### config.mk
export PLATFORM = sky130hd
export DESIGN_NAME = taco_order_queue_flat
export DESIGN_NICKNAME = d
export VERILOG_FILES = /design/src/rtl/taco_order_queue_if.sv /design/src/rtl/taco_order_queue.sv /design/src/flat_wrapper.sv
export SDC_FILE = /design/constraint.sdc
export NUM_CORES = 1
export LEC_CHECK = 0
export CAP_MARGIN = 20
export CELL_PAD_IN_SITES_DETAIL_PLACEMENT = 1
export CELL_PAD_IN_SITES_GLOBAL_PLACEMENT = 2
export CORE_ASPECT_RATIO = 1.2
export CORE_MARGIN = 1
export CORE_UTILIZATION = 51
export CTS_BUF_LIST = sky130_fd_sc_hd__clkbuf_8
export CTS_CLUSTER_SIZE = 24
export DETAILED_ROUTE_END_ITERATION = 8
export DONT_BUFFER_PORTS = 1
export PLACE_DENSITY = 0.95
export SLEW_MARGIN = 10
export SYNTH_ARGS = -nofsm -noshare
export SYNTH_HDL_FRONTEND = slang
export SYNTH_SLANG_ARGS = --single-unit
### constraint.sdc
create_clock -name clk -period 6.57 [get_ports clk]
set_input_delay 0.9855 -clock clk [delete_from_list [all_inputs] [get_ports clk]]
set_output_delay 0.9855 -clock clk [all_outputs]
set_load 0.05 [all_outputs]
### src/rtl/taco_order_queue_if.sv
// Taco order queue handshake bundle: raw buttons and serve in, head order and
// queue status out. DEPTH sizes the level field and must match the queue.
interface taco_order_queue_if #(
  parameter int DEPTH = 8
) ();
  logic [3:0]             btn;
  logic                   serve;
  logic [3:0]             sel;
  logic                   valid;
  logic [$clog2(DEPTH):0] level;
  logic                   full;
  logic                   err;
  logic [7:0]             total;

  modport master (
    output btn, serve,
    input  sel, valid, level, full, err, total
  );

  modport slave (
    input  btn, serve,
    output sel, valid, level, full, err, total
  );
endinterface

### src/rtl/taco_order_queue.sv
// Taco order queue: synchronised one-hot button orders into a FIFO.
// Optional TACO_TOTALS_EN enables the saturating accepted-order counter.
module taco_order_queue #(
  parameter int DEPTH = 8
) (
  input logic              clk,
  input logic              rst_n,
  taco_order_queue_if.slave q
);
  localparam int AW = $clog2(DEPTH);
  localparam logic [AW:0] LVL_MAX = (AW+1)'(DEPTH);
  localparam logic [AW:0] LVL_ONE = (AW+1)'(1);
  localparam logic [AW-1:0] PTR_ONE = AW'(1);

  logic [3:0]    s1, s2, s3;
  logic [3:0]    arm;
  logic          primed;
  logic [3:0]    rise;
  logic          one;
  logic          multi;
  logic          pop;
  logic          push;
  logic          rej;
  logic [3:0]    mem [DEPTH];
  logic [AW-1:0] rptr;
  logic [AW-1:0] wptr;
  logic [AW:0]   level_q;
  logic [AW:0]   level_nxt;
  logic          valid_q;
  logic          full_q;
  logic          err_q;

  // arm stays low until a bit is truly seen released after reset,
  // so a button held through reset cannot fake a rising edge.
  always_ff @(posedge clk or negedge rst_n) begin
    if (!rst_n) begin
      s1     <= '0;
      s2     <= '0;
      s3     <= '0;
      arm    <= '0;
      primed <= 1'b0;
    end else begin
      s1     <= q.btn;
      s2     <= s1;
      s3     <= s2;
      primed <= 1'b1;
      arm    <= arm | ({4{primed}} & ~s1);
    end
  end

  assign rise = s2 & ~s3 & arm;

  always_comb begin
    one = 1'b0;
    unique case (rise)
      4'b0001,
      4'b0010,
      4'b0100,
      4'b1000: one = 1'b1;
      default: one = 1'b0;
    endcase
  end

  assign multi = (|rise) & ~one;
  assign pop   = q.serve & valid_q;
  assign push  = one & (~full_q | pop);
  assign rej   = one & ~push;

  always_comb begin
    level_nxt = level_q;
    unique case ({push, pop})
      2'b10:   level_nxt = level_q + LVL_ONE;
      2'b01:   level_nxt = level_q - LVL_ONE;
      default: level_nxt = level_q;
    endcase
  end

  // Entries need no reset: sel is gated by valid.
  always_ff @(posedge clk) begin
    if (push) begin
      mem[wptr] <= rise;
    end
  end

  always_ff @(posedge clk or negedge rst_n) begin
    if (!rst_n) begin
      rptr    <= '0;
      wptr    <= '0;
      level_q <= '0;
      valid_q <= 1'b0;
      full_q  <= 1'b0;
      err_q   <= 1'b0;
    end else begin
      if (pop) begin
        rptr <= rptr + PTR_ONE;
      end
      if (push) begin
        wptr <= wptr + PTR_ONE;
      end
      level_q <= level_nxt;
      valid_q <= (level_nxt != '0);
      full_q  <= (level_nxt == LVL_MAX);
      err_q   <= multi | rej;
    end
  end

  assign q.sel   = valid_q ? mem[rptr] : 4'b0000;
  assign q.valid = valid_q;
  assign q.level = level_q;
  assign q.full  = full_q;
  assign q.err   = err_q;

`ifdef TACO_TOTALS_EN
  logic [7:0] total_q;

  always_ff @(posedge clk or negedge rst_n) begin
    if (!rst_n) begin
      total_q <= 8'd0;
    end else if (push && total_q != 8'hFF) begin
      total_q <= total_q + 8'd1;
    end
  end

  assign q.total = total_q;
`else
  assign q.total = 8'd0;
`endif

endmodule

### src/flat_wrapper.sv
// flat-port wrapper written by rule: the top's interface ports become plain ports
module taco_order_queue_flat 
#(
  parameter int DEPTH = 8
)
  (clk, rst_n, q_btn, q_serve, q_sel, q_valid, q_level, q_full, q_err, q_total);
  taco_order_queue_if #(.DEPTH(DEPTH)) q_i ();
  input logic clk;
  input logic rst_n;
  input wire logic [$bits(q_i.btn)-1:0] q_btn;
  input wire logic [$bits(q_i.serve)-1:0] q_serve;
  output wire logic [$bits(q_i.sel)-1:0] q_sel;
  output wire logic [$bits(q_i.valid)-1:0] q_valid;
  output wire logic [$bits(q_i.level)-1:0] q_level;
  output wire logic [$bits(q_i.full)-1:0] q_full;
  output wire logic [$bits(q_i.err)-1:0] q_err;
  output wire logic [$bits(q_i.total)-1:0] q_total;
  assign q_i.btn = q_btn;
  assign q_i.serve = q_serve;
  assign q_sel = q_i.sel;
  assign q_valid = q_i.valid;
  assign q_level = q_i.level;
  assign q_full = q_i.full;
  assign q_err = q_i.err;
  assign q_total = q_i.total;
  taco_order_queue #(.DEPTH(DEPTH)) u_core (.clk(clk), .rst_n(rst_n), .q(q_i));
endmodule
Yosys cells after proc, flatten, opt, wreduce, memory -nomap -nowiden

Memory sizes are Yosys's and may differ from the RTL's.
Cells that the tools add are included.

Memories kept: 1
RAM bits: 32
Register bits after elaboration: 30

Memory list:

| name       | words | bits a word | rd ports | clocked after memory_dff | wr ports | line                   | source |
|---|---|---|---|---|---|---|---|
| u_core.mem | 8     | 4           | 1        | 0                        | 1        | taco_order_queue.sv:24 | `logic [3:0] mem [DEPTH];` |

Bitwise logic cells: 15
$add $sub $neg: 4
Reduce and logical (&&, ||, !) cells: 3
Mux-type cells: 5
Equality and inequality tests: 7

Operator list:

| kind                                                               | number |
|---|---|
| 4-bit AND                                                          | 3 |
| 4-bit == test, second input constant                               | 2 |
| 4-bit NOT                                                          | 2 |
| 4-bit case mux with 2 select lines                                 | 1 |
| 4-bit OR reduction                                                 | 2 |
| 3-bit by 1-bit adder with 3-bit output, second input constant      | 2 |
| 4-bit by 1-bit adder with 4-bit output, second input constant      | 1 |
| 1-bit AND                                                          | 4 |
| 4-bit by 1-bit == test with 1-bit output, second input constant    | 1 |
| 4-bit by 2-bit == test with 1-bit output, second input constant    | 1 |
| 4-bit by 3-bit == test with 1-bit output, second input constant    | 1 |
| 4-bit 2-to-1 mux                                                   | 1 |
| 4-bit OR                                                           | 1 |
| 4-bit nonzero test                                                 | 1 |
| 4-bit by 1-bit subtractor with 4-bit output, second input constant | 1 |
| 1-bit 2-to-1 mux                                                   | 3 |
| 1-bit NOT                                                          | 3 |
| 2-bit by 1-bit == test with 1-bit output, second input constant    | 1 |
| 2-bit == test, second input constant                               | 1 |
| 1-bit OR                                                           | 2 |

Depth between registers and ports, before layout

Gate-level depths: netlist of run 1.

Depth in word-level cells: 10
Mapped depth: 14
Gate-level depth less buffers: 13

Worst setup path after synthesis of run 1

No wires, ideal clock.

Path type: input port to flip-flop
Start: input q_serve
End: register u_core.valid_q, in the netlist u_core.q.valid
Data arrival time: 3.088 ns
Stages on the path: 11
Path buffers: 0
Setup time: 0.139 ns
Slack: 3.344 ns
Cell sequence: nand2_1 -> a21oi_4 -> inv_4 -> ha_1 -> xor2_1 -> ha_1 -> a21oi_1 -> xor2_1 -> nor2_1 -> xor2_1 -> or4b_1

Longest elaborated chain between the ends: 6
Elaborated cells between the ends (all ways): 7
Classes of those cells: eq/ne (2); mux (1); bitwise (3); reduce/logical (1)

Ends and longest elaborated chain:

| element                                                                   | line                    | source |
|---|---|---|
| from (decl)                                                               | flat_wrapper.sv:11      | `input wire logic [$bits(q_i.serve)-1:0] q_serve;` |
| 1-bit AND (*)                                                             | taco_order_queue.sv:65  | `assign pop = q.serve & valid_q;` |
| 1-bit OR                                                                  | taco_order_queue.sv:66  | `assign push = one & (~full_q \| pop);` |
| 1-bit AND                                                                 | taco_order_queue.sv:66  |  |
| 2-bit by 1-bit == test with 1-bit output or 2-bit == test (tied branches) | taco_order_queue.sv:71  | `unique case ({push, pop})` |
| 4-bit case mux with 2 select lines (*)                                    | taco_order_queue.sv:71  |  |
| net u_core.level_nxt[2]                                                   | taco_order_queue.sv:28  | `logic [AW:0] level_nxt;` |
| 4-bit nonzero test (*)                                                    | taco_order_queue.sv:101 | `valid_q <= (level_nxt != '0);` |
| to (signal assigned)                                                      | taco_order_queue.sv:101 |  |
| to (decl)                                                                 | taco_order_queue.sv:29  | `logic valid_q;` |

The timed path passes the listed nets; every way through them passes the cells marked *.
A chain may end at the register's enable or synchronous reset.

Final worst setup path of run 1

Start: register u_core.s3[2]
End: register u_core.valid_q, in the netlist u_core.q.valid

Longest elaborated chain between the ends: 10
Elaborated cells between the ends (all ways): 14
Classes of those cells: eq/ne (6); mux (2); bitwise (4); reduce/logical (2)

Ends and longest elaborated chain:

| element                                                                   | line                    | source |
|---|---|---|
| from (decl)                                                               | taco_order_queue.sv:15  | `logic [3:0] s1, s2, s3;` |
| from (signal assigned)                                                    | taco_order_queue.sv:39  | `s3 <= '0;` |
| from (signal assigned)                                                    | taco_order_queue.sv:45  | `s3 <= s2;` |
| 4-bit NOT (*)                                                             | taco_order_queue.sv:51  | `assign rise = s2 & ~s3 & arm;` |
| 4-bit AND (*) (2 in series)                                               | taco_order_queue.sv:51  |  |
| net u_core.rise[2]                                                        | taco_order_queue.sv:18  | `logic [3:0] rise;` |
| 4-bit by 1-bit == test with 1-bit output (tied with other cells)          | taco_order_queue.sv:55  | `unique case (rise)` |
| 4-bit OR reduction (*)                                                    | taco_order_queue.sv:55  |  |
| 1-bit 2-to-1 mux (*)                                                      | taco_order_queue.sv:55  |  |
| 1-bit AND (*)                                                             | taco_order_queue.sv:66  |  |
| 2-bit by 1-bit == test with 1-bit output or 2-bit == test (tied branches) | taco_order_queue.sv:71  |  |
| 4-bit case mux with 2 select lines (*)                                    | taco_order_queue.sv:71  |  |
| net u_core.level_nxt[2]                                                   | taco_order_queue.sv:28  |  |
| 4-bit nonzero test (*)                                                    | taco_order_queue.sv:101 |  |

Marks and branches as above.

==> summary.txt, run 1 <==
Setup TNS -> 0 ps
Leading cell types by total area after synthesis -> edfxtp_1 (37%), dfrtp_1 (29%), mux4_2 (6.9%)
Antenna diode count -> 0
Post-route DRC violation count -> 0
Detailed Route WL -> 4510 um
Unrepaired setup endpoints after global routing -> no
Post-Syn Area -> 0.00260 mm^2
Crit path max fanout -> 11
Total gr overflow -> 0
CTS root buf -> clkbuf_8
Critical path type -> flip-flop to flip-flop
Layout cells sized above 1 -> 18.3%
Slew Limit Fails -> 0
Hold Vio Cnt, Final -> 0
Vias -> 1278
Worst-case clock buffer depth -> 2
IO Count -> 26
Met3 Resource Use GR -> 4.40%
Hpwl dp -> 3380 um
Syn Inst Count -> 162
Tot GR Track Use -> 19.8%
Max Clock Freq -> 283 MHz
Final setup fails -> 0
First-pass GRT wire length -> 7220 um
Synth warn -> 0
Full die area -> 0.00538 mm^2
Final worst-path cycle share -> 53.7%
Sink Count -> 62
Area Growth Syn to Fin -> 7.13%
Final Net Count -> 176
GR Util met1 -> 23.2%
CP Launch Point -> u_core.s3[2]$_DFF_PN0_
Vias in the first global route -> 1366
Die width -> 67.1 um
Drt pass-1 iters -> 4
Final RePlAce weighted congestion -> 0.750
Initial antenna violation count -> 0
Post-synthesis async set-or-reset flop share -> 48.4%
Synth area leader -> edfxtp_1
R2R cell count -> 13
Clock skew -> 10.3 ps
CP endpoint -> u_core.q.valid$_DFF_PN0_
CTS resizes -> 0
Worst setup SP type -> flip-flop
Largest net degree at the start of global routing -> 31
Crit. End Element -> flip-flop
WL/cell -> 19.7 um
Synth unique cells -> 38
Main synth FF type -> edfxtp_1
Yosys reg bits -> 62
Post-DR vias/cell -> 5.58
Initial Utilization -> 52.9%
Number of CTS-inserted buffers -> 9
Met2 usage -> 31.0%
1st-iter DRT viols -> 93
Fillers -> 477
Max cap viols -> 0
Post-CTS Setup Bufs -> 0
Arrival time at the worst endpoint -> 3720 ps
Port Buffers -> 0
Worst VDD drop -> 340 uV
Gr busiest metal -> met2
R2R setup slack -> 3040 ps
LEAKAGE -> 1.08 nW
R2r startpoint -> u_core.s3[2]$_DFF_PN0_
Core area -> 0.00490 mm^2
CTS Hold Bufs -> 0
# rows -> 28
Outcome -> complete, no violations
Chip Height -> 80.2 um
Post-route ant nets -> 0
Seq/Total Area, Yosys -> 65.9%
Skew-Pair Late Insertion Delay -> 330 ps
Clock transition at path regs -> 70 ps
PD cells -> 466 mW/mm^2
EDFF count, synth -> 32
Syn_area_per_cell -> 16.0 um^2
Tightest Pin Transition -> 934 ps
Final worst path period need -> 3530 ps
Slew Limit Headroom -> 37.6%
CTS tree -> yes
Reg2reg end -> u_core.q.valid$_DFF_PN0_
Non-Filler Instances -> 229
Placed cell count -> 213
WP data required -> 6760 ps
Worst min path class -> primary input to asynchronous set/reset pin
Top-area cell type share of the netlist area -> 37.0%
H-tree Lvls -> 3
## state kept, by name, indices dropped and copies added (netlist names)
| name | cells |
|---|---|
| u_core.mem | 32 |
| u_core.q.valid | 1 |
| u_core.rptr | 3 |
| u_core.q.level | 4 |
| u_core.primed | 1 |
| u_core.arm | 4 |
| u_core.s1 | 4 |
| u_core.s2 | 4 |
| u_core.q.full | 1 |
| u_core.wptr | 3 |
| u_core.q.err | 1 |
| u_core.s3 | 4 |
## final cells by class
type | instances | area, um^2 | area share [%]
Clock inverter | 7 | 58.8 | 2.11
Inverter | 7 | 28.8 | 1.03
Sequential cell | 62 | 1710 | 61.5
Multi-Input combinational cell | 84 | 783 | 28.2
Clock buffer | 9 | 124 | 4.45
Tap cell | 60 | 75.1 | 2.70
## cells in the final DEF, fill, tap and decap left out, types with 2 or more instances in the layout
cell type	n
a21o_1	4
a21oi_1	3
and3b_1	4
and4b_1	2
clkbuf_8	9
clkinv_2	2
conb_1	9
dfrtp_1	30
edfxtp_1	32
ha_1	5
inv_1	8
mux2_2	3
mux2i_1	4
mux4_2	8
nand2_1	5
nand2b_1	2
nor2_1	5
nor2b_1	4
nor4b_1	2
nor4b_2	2
xnor2_1	4
xor2_1	6
## cells in the mapped netlist (2+ instances only)
library cell and instances:
dfrtp_1 30, inv_1 6, nor4b_2 2, ha_1 5, nor4b_1 2, nor2b_1 4, and4b_1 2, clkbuf_1 3
edfxtp_1 32, mux4_2 8, a21o_1 4, and3b_1 4, mux2i_1 4, xor2_1 6, xnor2_1 4, mux2_2 3
conb_1 2, nor2_1 5, a21oi_1 3, buf_4 8, nand2b_1 2, buf_1 3, nand2_1 5
## kinds of logic after synthesis
family	Yosys count	share of synthesized area, %
adder cells (fa/ha/maj)	5	2.41
AND/OR/NAND/NOR	34	9.88
XOR/XNOR	10	3.37
flip-flops	62	65.9
other	2	0.289
AO/OA/AOI/OAI	11	3.42
multiplexers	15	9.78
buffers and inverters	23	4.92
## metrics by stage
step / setup slack [ps] / util, % / hold WS [ps] / instance area [um^2] / power (W)
after floorplan: 3340 / - / 347 / 2620 / 0.000938
after global placement: 3190 / 53.0 / 353 / 2600 / 0.000974
after detailed placement: 3050 / 53.0 / 359 / 2600 / 0.00100
after CTS: 3030 / 56.7 / 327 / 2780 / 0.00131
after global routing: 2780 / 56.7 / 319 / 2780 / 0.00137
final: 3040 / 56.7 / 344 / 2780 / 0.00130
## worst min-delay path by stage
stage / start / endpoint / slack, ps / cells after the start
after floorplan: u_core.s2[0]$_DFF_PN0_ / u_core.s3[0]$_DFF_PN0_ / 350 / 0
after global placement: u_core.s2[3]$_DFF_PN0_ / u_core.s3[3]$_DFF_PN0_ / 350 / 0
after detailed placement: u_core.s2[3]$_DFF_PN0_ / u_core.s3[3]$_DFF_PN0_ / 360 / 0
after CTS: rst_n / u_core.s3[3]$_DFF_PN0_ / 330 / 0
after global routing: rst_n / u_core.s3[3]$_DFF_PN0_ / 320 / 0
final: rst_n / u_core.s3[3]$_DFF_PN0_ / 340 / 0
## power breakdown
group	total [W]	internal (W)	switching, W
registers	0.000644	0.000476	0.000167
clock network	0.000307	0.000170	0.000138
logic	0.000346	0.000143	0.000203
total	0.00130	0.000789	0.000508
## layer usage
metal	vias to the layer above	routed length (um)	share of wire, %
met1	649	1790	40
met2	38	2360	52
met5	-	0	0
li1	576	-	-
met3	15	163	3.6
met4	0	208	4.6
## critical path, stage by stage, from the launching register on
cell,delay (ps)
dfrtp_1,360
and3b_1,430
nor4b_1,380
a211oi_2,120
a21oi_4,210
inv_4,110
ha_1,270
xor2_1,180
ha_1,210
a21oi_1,160
xor2_1,180
nor2_1,70
xor2_1,160
or4b_1,540
(Power assumes the default switching activity.)
==> run 2, diff against run 1 <==
CORE_UTILIZATION = 48   (was 51)
PLACE_DENSITY = 0.9   (was 0.95)
clock period = 3.5 ns   (was 6.57 ns; I/O delays follow)
==> summary.txt, run 2 (synthesized netlist as in run 1, its figures left out) <==
Final Net Count -> 186 (+5.7%)
Antenna diode count -> 0 (unchanged)
Final worst-path cycle share -> 94.5% (+41 points)
Outcome -> complete, no violations
Pwr Total -> 0.00247 W (+91%)
PD cells -> 858 mW/mm^2 (+84%)
Slew Limit Headroom -> 52.3% (+15 points)
Hold depth -> 0
Hold Vio Cnt, Final -> 0 (unchanged)
Max Clock Freq -> 302 MHz (+6.7%)
LEAKAGE -> 1.12 nW (+3.8%)
Skew-Pair Late Insertion Delay -> 330 ps (about the same)
H-tree Lvls -> 3 (unchanged)
Setup TNS -> 0 ps (unchanged)
Worst setup SP type -> flip-flop
Tot GR Track Use -> 18.4% (-1.3 points)
Largest net degree at the start of global routing -> 31 (unchanged)
Die width -> 69.1 um (+3.0%)
Critical path type -> flip-flop to flip-flop
Post-route ant nets -> 0 (unchanged)
Area Growth Syn to Fin -> 10.9%
Max cap viols -> 0 (unchanged)
Drt pass-1 iters -> 4 (unchanged)
Final setup fails -> 0 (unchanged)
Final worst path period need -> 3310 ps (-221 ps)
Final RePlAce weighted congestion -> 0.716 (-4.7%)
Power share of the clock group -> 22.2% (-1.5 points)
Initial antenna violation count -> 0 (unchanged)
Logic pwr share -> 29.2% (+2.5 points)
Net switching power figure -> 0.000981 W (+93%)
Arrival time at the worst endpoint -> 3510 ps (-210 ps)
Number of CTS-inserted buffers -> 9 (unchanged)
Chip Height -> 82.6 um (+3.0%)
Commonest non-fill, non-tap cells in the layout -> edfxtp_1 (32), dfrtp_1 (30), clkbuf_8 (10)
Crit. End Element -> flip-flop
Detailed Route WL -> 4740 um (+5.1%)
Biggest register -> u_core.mem
Port Buffers -> 0 (unchanged)
Slew Limit Fails -> 0 (unchanged)
Post-CTS Setup Bufs -> 0 (unchanged)
Clock transition at path regs -> 70 ps (about the same)
Sink Count -> 62 (unchanged)
Vias in the first global route -> 1371 (+0.37%)
Sequential Power Share -> 48.6% (-1.0 points)
Full die area -> 0.00571 mm^2 (+6.1%)
Post-route DRC violation count -> 0 (unchanged)
Switch share -> 39.7% (+0.54 points)
R2R cell count -> 13 (unchanged)
Clock skew -> 5.74 ps (-4.51 ps)
1st-iter DRT viols -> 103 (+11%)
CTS tree -> yes
# rows -> 28 (unchanged)
CTS root buf -> clkbuf_8
Crit path max fanout -> 9 (-2)
IO Count -> 26 (unchanged)
Worst VDD drop -> 460 uV (+35%)
Worst min path class -> primary input to flip-flop
Total gr overflow -> 0 (unchanged)
Tightest Pin Transition -> 710 ps (-225 ps)
Hpwl dp -> 3370 um (-0.43%)
Vias -> 1308 (+2.3%)
WL/cell -> 19.8 um (+0.66%)
WP data required -> 3700 ps (-3060 ps)
First-pass GRT wire length -> 7490 um (+3.6%)
Unrepaired setup endpoints after global routing -> no
Initial Utilization -> 51.1% (-1.8 points)
Worst-case clock buffer depth -> 2 (unchanged)
Post-DR vias/cell -> 5.47 (-1.9%)
Largest register FFs -> 32 (unchanged)
Most common cell after layout, fill and taps aside -> edfxtp_1
Layout cells sized above 1 -> 26.3% (+7.9 points)
Internal -> 0.00149 W (+89%)
Core area -> 0.00508 mm^2 (+3.6%)
run 2: path summary, 6_finish.rpt:
check                                         from                  endpoint  slack, ps
setup / recovery           u_core.arm[3]$_DFF_PN0_  u_core.q.valid$_DFF_PN0_        190
hold / removal                            q_btn[2]    u_core.s1[2]$_DFF_PN0_        220
setup reg to reg           u_core.arm[3]$_DFF_PN0_  u_core.q.valid$_DFF_PN0_        190
hold reg to reg             u_core.s2[0]$_DFF_PN0_    u_core.s3[0]$_DFF_PN0_        370
max in group asynchronous                    rst_n  u_core.q.valid$_DFF_PN0_       2700
min in group asynchronous                    rst_n    u_core.s1[0]$_DFF_PN0_        640
run 2: timing repair:
action,CTS,global route
endpoints found under the hold margin,30,0
gates resized for setup,0,4
setup endpoints to repair,0,1
hold buffers,2,0
run 2: cell type report:
class	count	area, um^2
Timing Repair Buffer	10	90.1
Clock buffer	10	138
Clock inverter	6	37.5
Fill cell	485	2200
Sequential cell	62	1710
Tap cell	60	75.1
Multi-Input combinational cell	84	800
Inverter	7	28.8
run 2: per-layer routing:
metal | track usage [%] | vias to the layer above | share of wire (%)
li1 | - | 595 | -
met1 | 22.3 | 679 | 41
met2 | 30.0 | 24 | 53
met3 | 4.61 | 10 | 3.8
met4 | 11.8 | 0 | 1.7
met5 | 0 | - | 0
run 2: critical path, cell delays in order, from the launching register on:
cell and delay, ps:
dfrtp_1 380, and3b_1 280, nor4b_2 340, a211oi_2 90, a21oi_4 210, inv_4 110
ha_1 280, xor2_1 180, ha_1 210, a21oi_1 150, xor2_1 170, nor2_1 70
xor2_1 160, or4b_1 550
run 2: per-stage QoR:
step	hold slack [ps]	cells	setup slack (ps)	cell area (um^2)	utilization, %
floorplan	229	169	335	2620	-
global placement	230	221	164	2660	52.3
detailed placement	230	221	38.8	2660	52.3
CTS	198	239	12.8	2860	56.4
global route	196	239	7.79	2880	56.7
finish	218	239	191	2880	56.7
run 2: power groups by stage:
stage | Sequential (W) | Clock (W) | Combinational (W)
4_1_cts | 0.00120 | 0.000565 | 0.000736
5_1_grt | 0.00123 | 0.000591 | 0.000781
6_report | 0.00120 | 0.000548 | 0.000722
2_1_floorplan | 0.00108 | 0 | 0.000677
3_5_place_dp | 0.00122 | 0 | 0.000722
3_3_place_gp | 0.00120 | 0 | 0.000685
